==> src/rtl/p18_sprite_pkg.sv <==
`default_nettype none
// ============================================================================
// Module : p18_sprite_pkg
// Brief  : Shared types and helpers for the p18 sprite buffer.
// Rev    : 1.0 - initial release
// ============================================================================
package p18_sprite_pkg;

    // Load port state
    typedef enum logic [0:0] {
        LD_IDLE = 1'b0,
        LD_LOAD = 1'b1
    } ld_state_t;

    // Address width needed to index a w x h sprite (never below 1 bit)
    function automatic int sprite_addr_w(input int w, input int h);
        int n;
        n = w * h;
        return (n > 1) ? $clog2(n) : 1;
    endfunction

endpackage : p18_sprite_pkg
`default_nettype wire

==> src/rtl/p18_sprite_scan.sv <==
`default_nettype none
// ============================================================================
// Module : p18_sprite_scan
// Brief  : Raster counters, flip flags, busy flag and read-address generator.
// Rev    : 1.0 - initial release
// ============================================================================
module p18_sprite_scan #(
    parameter int WIDTH  = 12,
    parameter int HEIGHT = 12,
    parameter int AW     = 8
) (
    input  logic          clk,
    input  logic          reset_n,
    input  logic          frame_start,
    input  logic          flip_x,
    input  logic          flip_y,
    input  logic          pix_en,
    output logic          busy,
    output logic [AW-1:0] addr
);

    localparam int XW = $clog2(WIDTH);
    localparam int YW = $clog2(HEIGHT);

    localparam logic [XW-1:0] c_XMAX   = XW'(WIDTH - 1);
    localparam logic [YW-1:0] c_YMAX   = YW'(HEIGHT - 1);
    localparam logic [AW-1:0] c_XMAX_A = AW'(WIDTH - 1);
    localparam logic [AW-1:0] c_YMAX_A = AW'(HEIGHT - 1);
    localparam logic [AW-1:0] c_W_A    = AW'(WIDTH);

    logic [XW-1:0] r_x;
    logic [YW-1:0] r_y;
    logic          r_fx;
    logic          r_fy;
    logic          r_busy;

    logic [AW-1:0] w_row;
    logic [AW-1:0] w_col;

    // Raster position: frame_start restarts and latches flips, pix_en walks the sprite
    always_ff @(posedge clk or negedge reset_n) begin
        if (!reset_n) begin
            r_x    <= '0;
            r_y    <= '0;
            r_fx   <= 1'b0;
            r_fy   <= 1'b0;
            r_busy <= 1'b0;
        end else if (frame_start) begin
            r_x    <= '0;
            r_y    <= '0;
            r_fx   <= flip_x;
            r_fy   <= flip_y;
            r_busy <= 1'b1;
        end else if (pix_en && r_busy) begin
            if (r_x == c_XMAX) begin
                r_x <= '0;
                if (r_y == c_YMAX) begin
                    r_y    <= '0;
                    r_busy <= 1'b0;
                end else begin
                    r_y <= r_y + 1'b1;
                end
            end else begin
                r_x <= r_x + 1'b1;
            end
        end
    end

    // Mirrored row/column folded into a row-major address; WIDTH-1-x never underflows
    always_comb begin
        w_row = r_fy ? (c_YMAX_A - AW'(r_y)) : AW'(r_y);
        w_col = r_fx ? (c_XMAX_A - AW'(r_x)) : AW'(r_x);
        addr  = w_row * c_W_A + w_col;
    end

    assign busy = r_busy;

endmodule : p18_sprite_scan
`default_nettype wire

==> src/rtl/p18_sprite_buffer.sv <==
`default_nettype none
// ============================================================================
// Module : p18_sprite_buffer
// Brief  : Multi-bit sprite store with flipped raster readout and a
//          valid/ready serial load port.
// Rev    : 1.0 - initial release
// ============================================================================
module p18_sprite_buffer
    import p18_sprite_pkg::*;
#(
    parameter int                            WIDTH  = 12,
    parameter int                            HEIGHT = 12,
    parameter int                            BPP    = 2,
    parameter logic [WIDTH*HEIGHT*BPP-1:0]   INIT   = '0
) (
    input  logic           clk,
    input  logic           reset_n,
    input  logic           frame_start,
    input  logic           flip_x,
    input  logic           flip_y,
    input  logic           pix_en,
    output logic [BPP-1:0] pix_out,
    output logic           busy,
    input  logic           load_start,
    input  logic           load_valid,
    input  logic [BPP-1:0] load_data,
    output logic           load_ready,
    output logic           load_done
);

    localparam int c_N  = WIDTH * HEIGHT;
    localparam int c_AW = sprite_addr_w(WIDTH, HEIGHT);

    localparam logic [c_AW-1:0] c_LAST = c_AW'(c_N - 1);

    // Packed so the reset image maps straight onto the storage layout
    logic [c_N-1:0][BPP-1:0] r_mem;

    ld_state_t       r_state;
    ld_state_t       w_state_next;
    logic [c_AW-1:0] r_waddr;
    logic [c_AW-1:0] w_waddr_next;
    logic            r_load_done;
    logic            w_load_done_next;
    logic            w_we;
    logic [c_AW-1:0] w_raddr;

    p18_sprite_scan #(
        .WIDTH  (WIDTH),
        .HEIGHT (HEIGHT),
        .AW     (c_AW)
    ) u_scan (
        .clk         (clk),
        .reset_n     (reset_n),
        .frame_start (frame_start),
        .flip_x      (flip_x),
        .flip_y      (flip_y),
        .pix_en      (pix_en),
        .busy        (busy),
        .addr        (w_raddr)
    );

    // Load FSM state, write pointer and done pulse registers
    always_ff @(posedge clk or negedge reset_n) begin
        if (!reset_n) begin
            r_state     <= LD_IDLE;
            r_waddr     <= '0;
            r_load_done <= 1'b0;
        end else begin
            r_state     <= w_state_next;
            r_waddr     <= w_waddr_next;
            r_load_done <= w_load_done_next;
        end
    end

    // Load FSM next state; a restart rewinds the pointer but keeps written pixels
    always_comb begin
        w_state_next     = r_state;
        w_waddr_next     = r_waddr;
        w_load_done_next = 1'b0;
        load_ready       = 1'b0;
        case (r_state)
            LD_IDLE: begin
                if (load_start) begin
                    w_state_next = LD_LOAD;
                    w_waddr_next = '0;
                end
            end
            LD_LOAD: begin
                load_ready = 1'b1;
                if (load_start) begin
                    w_waddr_next = '0;
                end else if (load_valid) begin
                    if (r_waddr == c_LAST) begin
                        w_state_next     = LD_IDLE;
                        w_waddr_next     = '0;
                        w_load_done_next = 1'b1;
                    end else begin
                        w_waddr_next = r_waddr + 1'b1;
                    end
                end
            end
            default: begin
                w_state_next = LD_IDLE;
            end
        endcase
    end

    assign w_we = load_valid && (r_state == LD_LOAD);

    // Sprite storage: reset restores the boot image, accepted beats overwrite one pixel
    always_ff @(posedge clk or negedge reset_n) begin
        if (!reset_n) begin
            r_mem <= INIT;
        end else if (w_we) begin
            r_mem[r_waddr] <= load_data;
        end
    end

    // Half-written images are hidden behind transparency until the load ends
    always_comb begin
        pix_out = (r_state == LD_LOAD) ? '0 : r_mem[w_raddr];
    end

    assign load_done = r_load_done;

endmodule : p18_sprite_buffer
`default_nettype wire

==> config.mk <==
export PLATFORM = sky130hd
export DESIGN_NAME = p18_sprite_buffer
export DESIGN_NICKNAME = d
export VERILOG_FILES = /design/src/rtl/p18_sprite_pkg.sv /design/src/rtl/p18_sprite_scan.sv /design/src/rtl/p18_sprite_buffer.sv
export SDC_FILE = /design/constraint.sdc
export NUM_CORES = 1
export LEC_CHECK = 0
export BUFFER_PORTS_ARGS = -buffer_cell sky130_fd_sc_hd__buf_2
export CAP_MARGIN = 30
export CORE_ASPECT_RATIO = 0.5
export CORE_UTILIZATION = 57
export DETAILED_ROUTE_END_ITERATION = 6
export PLACE_DENSITY = 0.73
export SETUP_SLACK_MARGIN = 0.5
export SLEW_MARGIN = 20
export SYNTH_ARGS = -nofsm -noshare
export SYNTH_HDL_FRONTEND = slang
export SYNTH_SLANG_ARGS = --single-unit
==> constraint.sdc <==
create_clock -name clk -period 6.8 [get_ports clk]
set_clock_uncertainty 0.05 [all_clocks]
set_input_delay 1.36 -clock clk [delete_from_list [all_inputs] [get_ports clk]]
set_output_delay 1.36 -clock clk [all_outputs]
set_load 0.005 [all_outputs]
# --- Word-level counts from Yosys, hierarchy flattened ---
# Cells that the tools add are included.
op_classes:
  add_sub_neg: 6
  n_mul: 1
  n_div: 0
  magnitude_cmp: 3
  eq_ne: 5
  shifts: 0
  muxes: 34
  n_bitwise: 1
  n_reduce_logical: 9
ops:
  columns: ["op", "count"]
  rows:
  - ["$bwmux W288", 1]
  - ["$mux W8", 6]
  - ["$mux W4", 7]
  - ["$lt A8 B9 Y1 const B", 2]
  - ["$bmux W2 S8", 1]
  - ["$demux W2 S8", 1]
  - ["$pmux W8 S2", 1]
  - ["$mux W1", 13]
  - ["$sub A4 B4 Y5 const A", 2]
  - ["$add A4 B1 Y4 const B", 2]
  - ["$add A8 B1 Y8 const B", 1]
  - ["$add A8 B8 Y8", 1]
  - ["$eq A4 B4 Y1 const B", 2]
  - ["$eq A8 B8 Y1 const B", 1]
  - ["$ge A8 B1 Y1 const B", 1]
  - ["$mul A8 B2 Y6 const B", 1]
  - ["$mux W2", 3]
  - ["$reduce_bool A2 Y1", 3]
  - ["$reduce_and A2 Y1", 2]
  - ["$logic_and A1 B1 Y1", 3]
  - ["$ne A3 B3 Y1 const B", 1]
  - ["$reduce_and A3 Y1", 1]
  - ["$ne A2 B2 Y1 const B", 1]
  - ["$pmux W1 S2", 1]
  - ["$not A1 Y1", 1]
word_totals:
  regBits: 309
  latchBits: 0
  mem_bits_rw: 0
  rom_bits: 0
  in_bits: 10
  output_inout_bits: 5
  wordCells: 211
  n_memories: 0

# --- Depth between registers and ports, before layout ---
depth:
  depth_word: 7
  mapped_depth: 14
  mapped_depth_nobuf: 13

# --- Modules after synthesis ---
# From an unflattened synthesis, not the netlist that was laid out.
unflattened:
  cells_unflattened: 1200
  area_unflattened_um2: 15438.6
by_module_without_submodules:
  columns: ["module", "n_inst", "cells_per_inst", "area_each_um2", "seq_area_each_um2"]
  rows:
  - ["p18_sprite_buffer", 1, 1097, 14483.9, 7457.2]
  - ["p18_sprite_scan", 1, 103, 954.7, 275.3]

# --- Worst setup path before layout ---
# No wires, ideal clock.
synth_timing:
  kind: "register to output"
  start: "register u_scan.r_fy"
  end: "output port pix_out[1]"
  arrival_time_ns: 3.281
  required_time_ns: 5.390
  slack_ns: 2.109
  path_stages_with_launch: 14
  n_path_buf: 1
  path_cell_list: "dfrtp_1 -> clkbuf_1 -> xor2_1 -> inv_1 -> fa_1 -> inv_1 -> ha_1 -> a21o_1 -> a21oi_1 -> xor2_1 -> or4_1 -> a31oi_1 -> a221oi_1 -> a221oi_2"
synth_via:
  elab_chain_len: 6
synth_rtl:
  columns: ["element", "line", "text"]
  rows:
  - ["start: declaration", "p18_sprite_scan.sv:34", "logic r_fy;"]
  - ["start signal: assignment", "p18_sprite_scan.sv:52", "r_fy <= flip_y;"]
  - ["$mux W8", "p18_sprite_scan.sv:71", "w_row = r_fy ? (c_YMAX_A - AW'(r_y)) : AW'(r_y);"]
  - ["$mul A8 B2 Y6", "p18_sprite_scan.sv:73", "addr = w_row * c_W_A + w_col;"]
  - ["$add A8 B8 Y8", "p18_sprite_scan.sv:73", null]
  - ["$bmux W2 S8", "p18_sprite_buffer.sv:122", "pix_out = (r_state == LD_LOAD) ? '0 : r_mem[w_raddr];"]
  - ["$mux W2 (implied by the code)", "p18_sprite_buffer.sv:122", null]
  - ["$mux W2", "p18_sprite_buffer.sv:122", null]
  - ["end: declaration", "p18_sprite_buffer.sv:22", "output logic [BPP-1:0] pix_out,"]
# No other way between the ends. The select of a mux whose other input is x is not followed.

# --- Worst setup path after layout ---
layout_timing:
  start: "register u_scan.r_x[1]"
  end: "output port pix_out[1]"
layout_via:
  elab_chain_len: 6
layout_rtl:
  columns: ["element", "line", "text"]
  rows:
  - ["start: declaration", "p18_sprite_scan.sv:31", "logic [XW-1:0] r_x;"]
  - ["start signal: assignment", "p18_sprite_scan.sv:64", "r_x <= r_x + 1'b1;"]
  - ["$sub A4 B4 Y5", "p18_sprite_scan.sv:72", "w_col = r_fx ? (c_XMAX_A - AW'(r_x)) : AW'(r_x);"]
  - ["$mux W8 *", "p18_sprite_scan.sv:72", null]
  - ["$add A8 B8 Y8 *", "p18_sprite_scan.sv:73", null]
  - ["$bmux W2 S8 *", "p18_sprite_buffer.sv:122", null]
  - ["$mux W2 (implied by the code) *", "p18_sprite_buffer.sv:122", null]
  - ["$mux W2 *", "p18_sprite_buffer.sv:122", null]
# Every way passes the cells marked *; elsewhere a longest branch is shown, timed or not. The select of a mux whose other input is x is not followed.

==> metrics <==
status=completed; post-layout util=0.638; Leak Pwr=7.83 nW; CTS clock-pin slew for the worst setup and hold paths=0.07 ns; syn nets=1330; Slew headroom=0.340; Via density=6.59; FF+latch count, synth=309; DP HPWL=26200 µm; WL final=40200 µm; initial DRC count=1030; fmax=170 MHz; root buf cell=clkbuf_16; layout cells sized above 1=0.336; met3 WL=3130 µm; area post-placement=16100 µm²; Slowest-stage cell, CP=dfrtp_1; Antenna diodes=0; postcts setup bufs=0; initial antenna violation count=1; CP required=5.39 ns; Yosys warnings=0; Main synth FF type=dfrtp_1; worst stage delay on the critical path=1.00 ns; Die X=238 µm; DRT antenna net count=0; largest cells by area after synthesis=dfrtp_1 49%, mux2_2 21%, mux4_2 7.4%, nor2_1 3.2%, nand2_1 2.7%; Buffers on Ports=14; Residual DRC=0; CTS buffer count=28; Slew Viols, Final=0; Synth cell types=56; H-Tree Depth=1; EDFF count, synth=0; Area Growth Syn to Fin=8.25%; top cell type by total area after synthesis=dfrtp_1; Max clock buf depth=3; Clk Latency, worst-skew pair=0.55 ns; final setup fails=0; vias in the first global route=11100; sequential-to-total area share from yosys stat=0.488; Post-CTS Resized=0; Post-Synthesis Cells=1302; CP arrival=4.47 ns; clk sinks=309; die area=28500 µm²; TritonRoute pass-1 iters=5; WL/cell=24.2 µm; Power Density=234 nW/µm²; fin crit share=0.865; Std-Cell Rows=42; RSZ-0062 raised after global routing=false; synthesized area per cell=12.2 µm²; Design Area, Final=17100 µm²; worst-path cell chain=xor2_4, buf_4, mux4_1, mux2_2, a21oi_1, o21ai_0, a221oi_1, a221oi_2, buf_2; worst-path fanout max=23; total number of vias=10900; GRT Total Usage=0.294; crit path capture type=output port; CTS Hold Bufs=0; Die H=120 µm; Final GP Congestion=0.918; first-pass GRT wire length=63900 µm; Worst Hold Slack=0.455 ns; met2 WL post-DR=18100 µm; Setup CP Type=flip-flop to output port; final setup TNS=0 ns; mapped cell area=15800 µm²; worst slew pin tran=0.991 ns; # nets final=1294; Initial Util=0.589; CTS tree=yes; pin count of the biggest net entering global routing=149; Fin. Hold Viols=0; peak supply drop=176 µV; max cap viols=0; Core Region=26900 µm²; min cycle time layout=5.88 ns; WP buf/inv=2; Max Used Layer=met5; CP top delay family=flip-flops; met1 WL=17700 µm; I/O pin cnt=15; grt total ovfl=0; Yosys top cell area share=0.488; crit start category=flip-flop; min-delay worst type=flip-flop to flip-flop; Synth async-reset ratio=1.00
## cells in the mapped netlist, drive strengths merged (5+ instances only)
cell type    n
nor3b        5
a31oi        7
o21ai       21
nor2b        9
nor3        12
nand4       11
ha          16
o211ai       6
nor2       133
and3         6
dfrtp      309
inv          8
mux2       292
o221ai      29
nand2      113
nand3       26
clkbuf      81
o22ai        7
a21oi       18
mux2i       22
and2        11
buf         18
xor2         9
mux4        53
xnor2       12
nand2b       6
a221oi      27
## logic make-up (layout without fill, tap and decap cells)
family	after synthesis	after routing	synth area share
buffers and inverters	108	90	0.0284
AOI/OAI and AO/OA	138	138	0.0639
and+or+nand+nor	341	341	0.0939
muxes	367	367	0.297
xor gates and xnor gates	21	21	0.0128
DFF	309	309	0.488
adders and majority gates	18	18	0.0152
## final timing paths
path | cells past startpoint | slack, ns | end | from
worst max-delay path | 9 | 0.92 | pix_out[1] | u_scan.r_x[1]
worst min-delay path | 1 | 0.45 | r_mem[141] | r_mem[141]
worst max register to register | 5 | 4.21 | r_mem[15] | r_waddr[0]
worst min register to register | 1 | 0.45 | r_mem[141] | r_mem[141]
max in group asynchronous | 2 | 4.66 | r_mem[235] | reset_n
min in group asynchronous | 1 | 0.75 | r_mem[78] | reset_n
## state kept, by name, summed over array words and instances (netlist names), 4 cells and up
name        flops
r_mem         288
r_waddr         8
u_scan.r_x      4
u_scan.r_y      4
## report_power, final
part / internal [W] / leakage (nW) / switching (W)
logic: 0.000166 / 3.08 / 0.000320
clock network: 0.000949 / 0.464 / 0.000690
registers: 0.00186 / 4.28 / 0.0000316
total: 0.00298 / 7.83 / 0.00104
## cells in the final DEF (no fill, tap or decap), types with 10 or more instances in the layout
cell       Yosys  routed
clkbuf_16      0      29
mux2_2       292     292
nor2_1       133     133
ha_1          16      16
mux4_2        52      52
xnor2_1       12      10
a221oi_1      26      26
nand2_1      113     113
mux2i_1       22      22
dfrtp_1      309     308
o221ai_1      29      29
and2_1        10      10
a21oi_1       18      18
nand4_1       11      11
nand3_1       26      26
buf_2          8      11
o21ai_0       20      20
nor3_1        12      12
buf_4          3      18
## per-layer routing
layer / GRT usage / vias up
met5: 0 / -
met4: 0.103 / 2
met3: 0.0755 / 98
met2: 0.444 / 428
met1: 0.414 / 5705
li1: - / 4696
## through the flow
stage,total power [W],instances,setup WS (ns)
after floorplan,0.00224,1302,2.11
after global placement,0.00239,1607,1.62
after detailed placement,0.00240,1607,1.53
after CTS,0.00403,1655,0.931
after global routing,0.00415,1658,0.690
final,0.00402,1658,0.921
## layout make-up
class,instances,area [µm²]
Clock buffer,43,868
Clock inverter,5,77.6
Fill cell,1969,9720
Inverter,9,33.8
Multi-Input combinational cell,885,7700
Sequential cell,309,7730
Tap cell,374,468
Timing Repair Buffer,33,258
(Power assumes the default switching activity.)
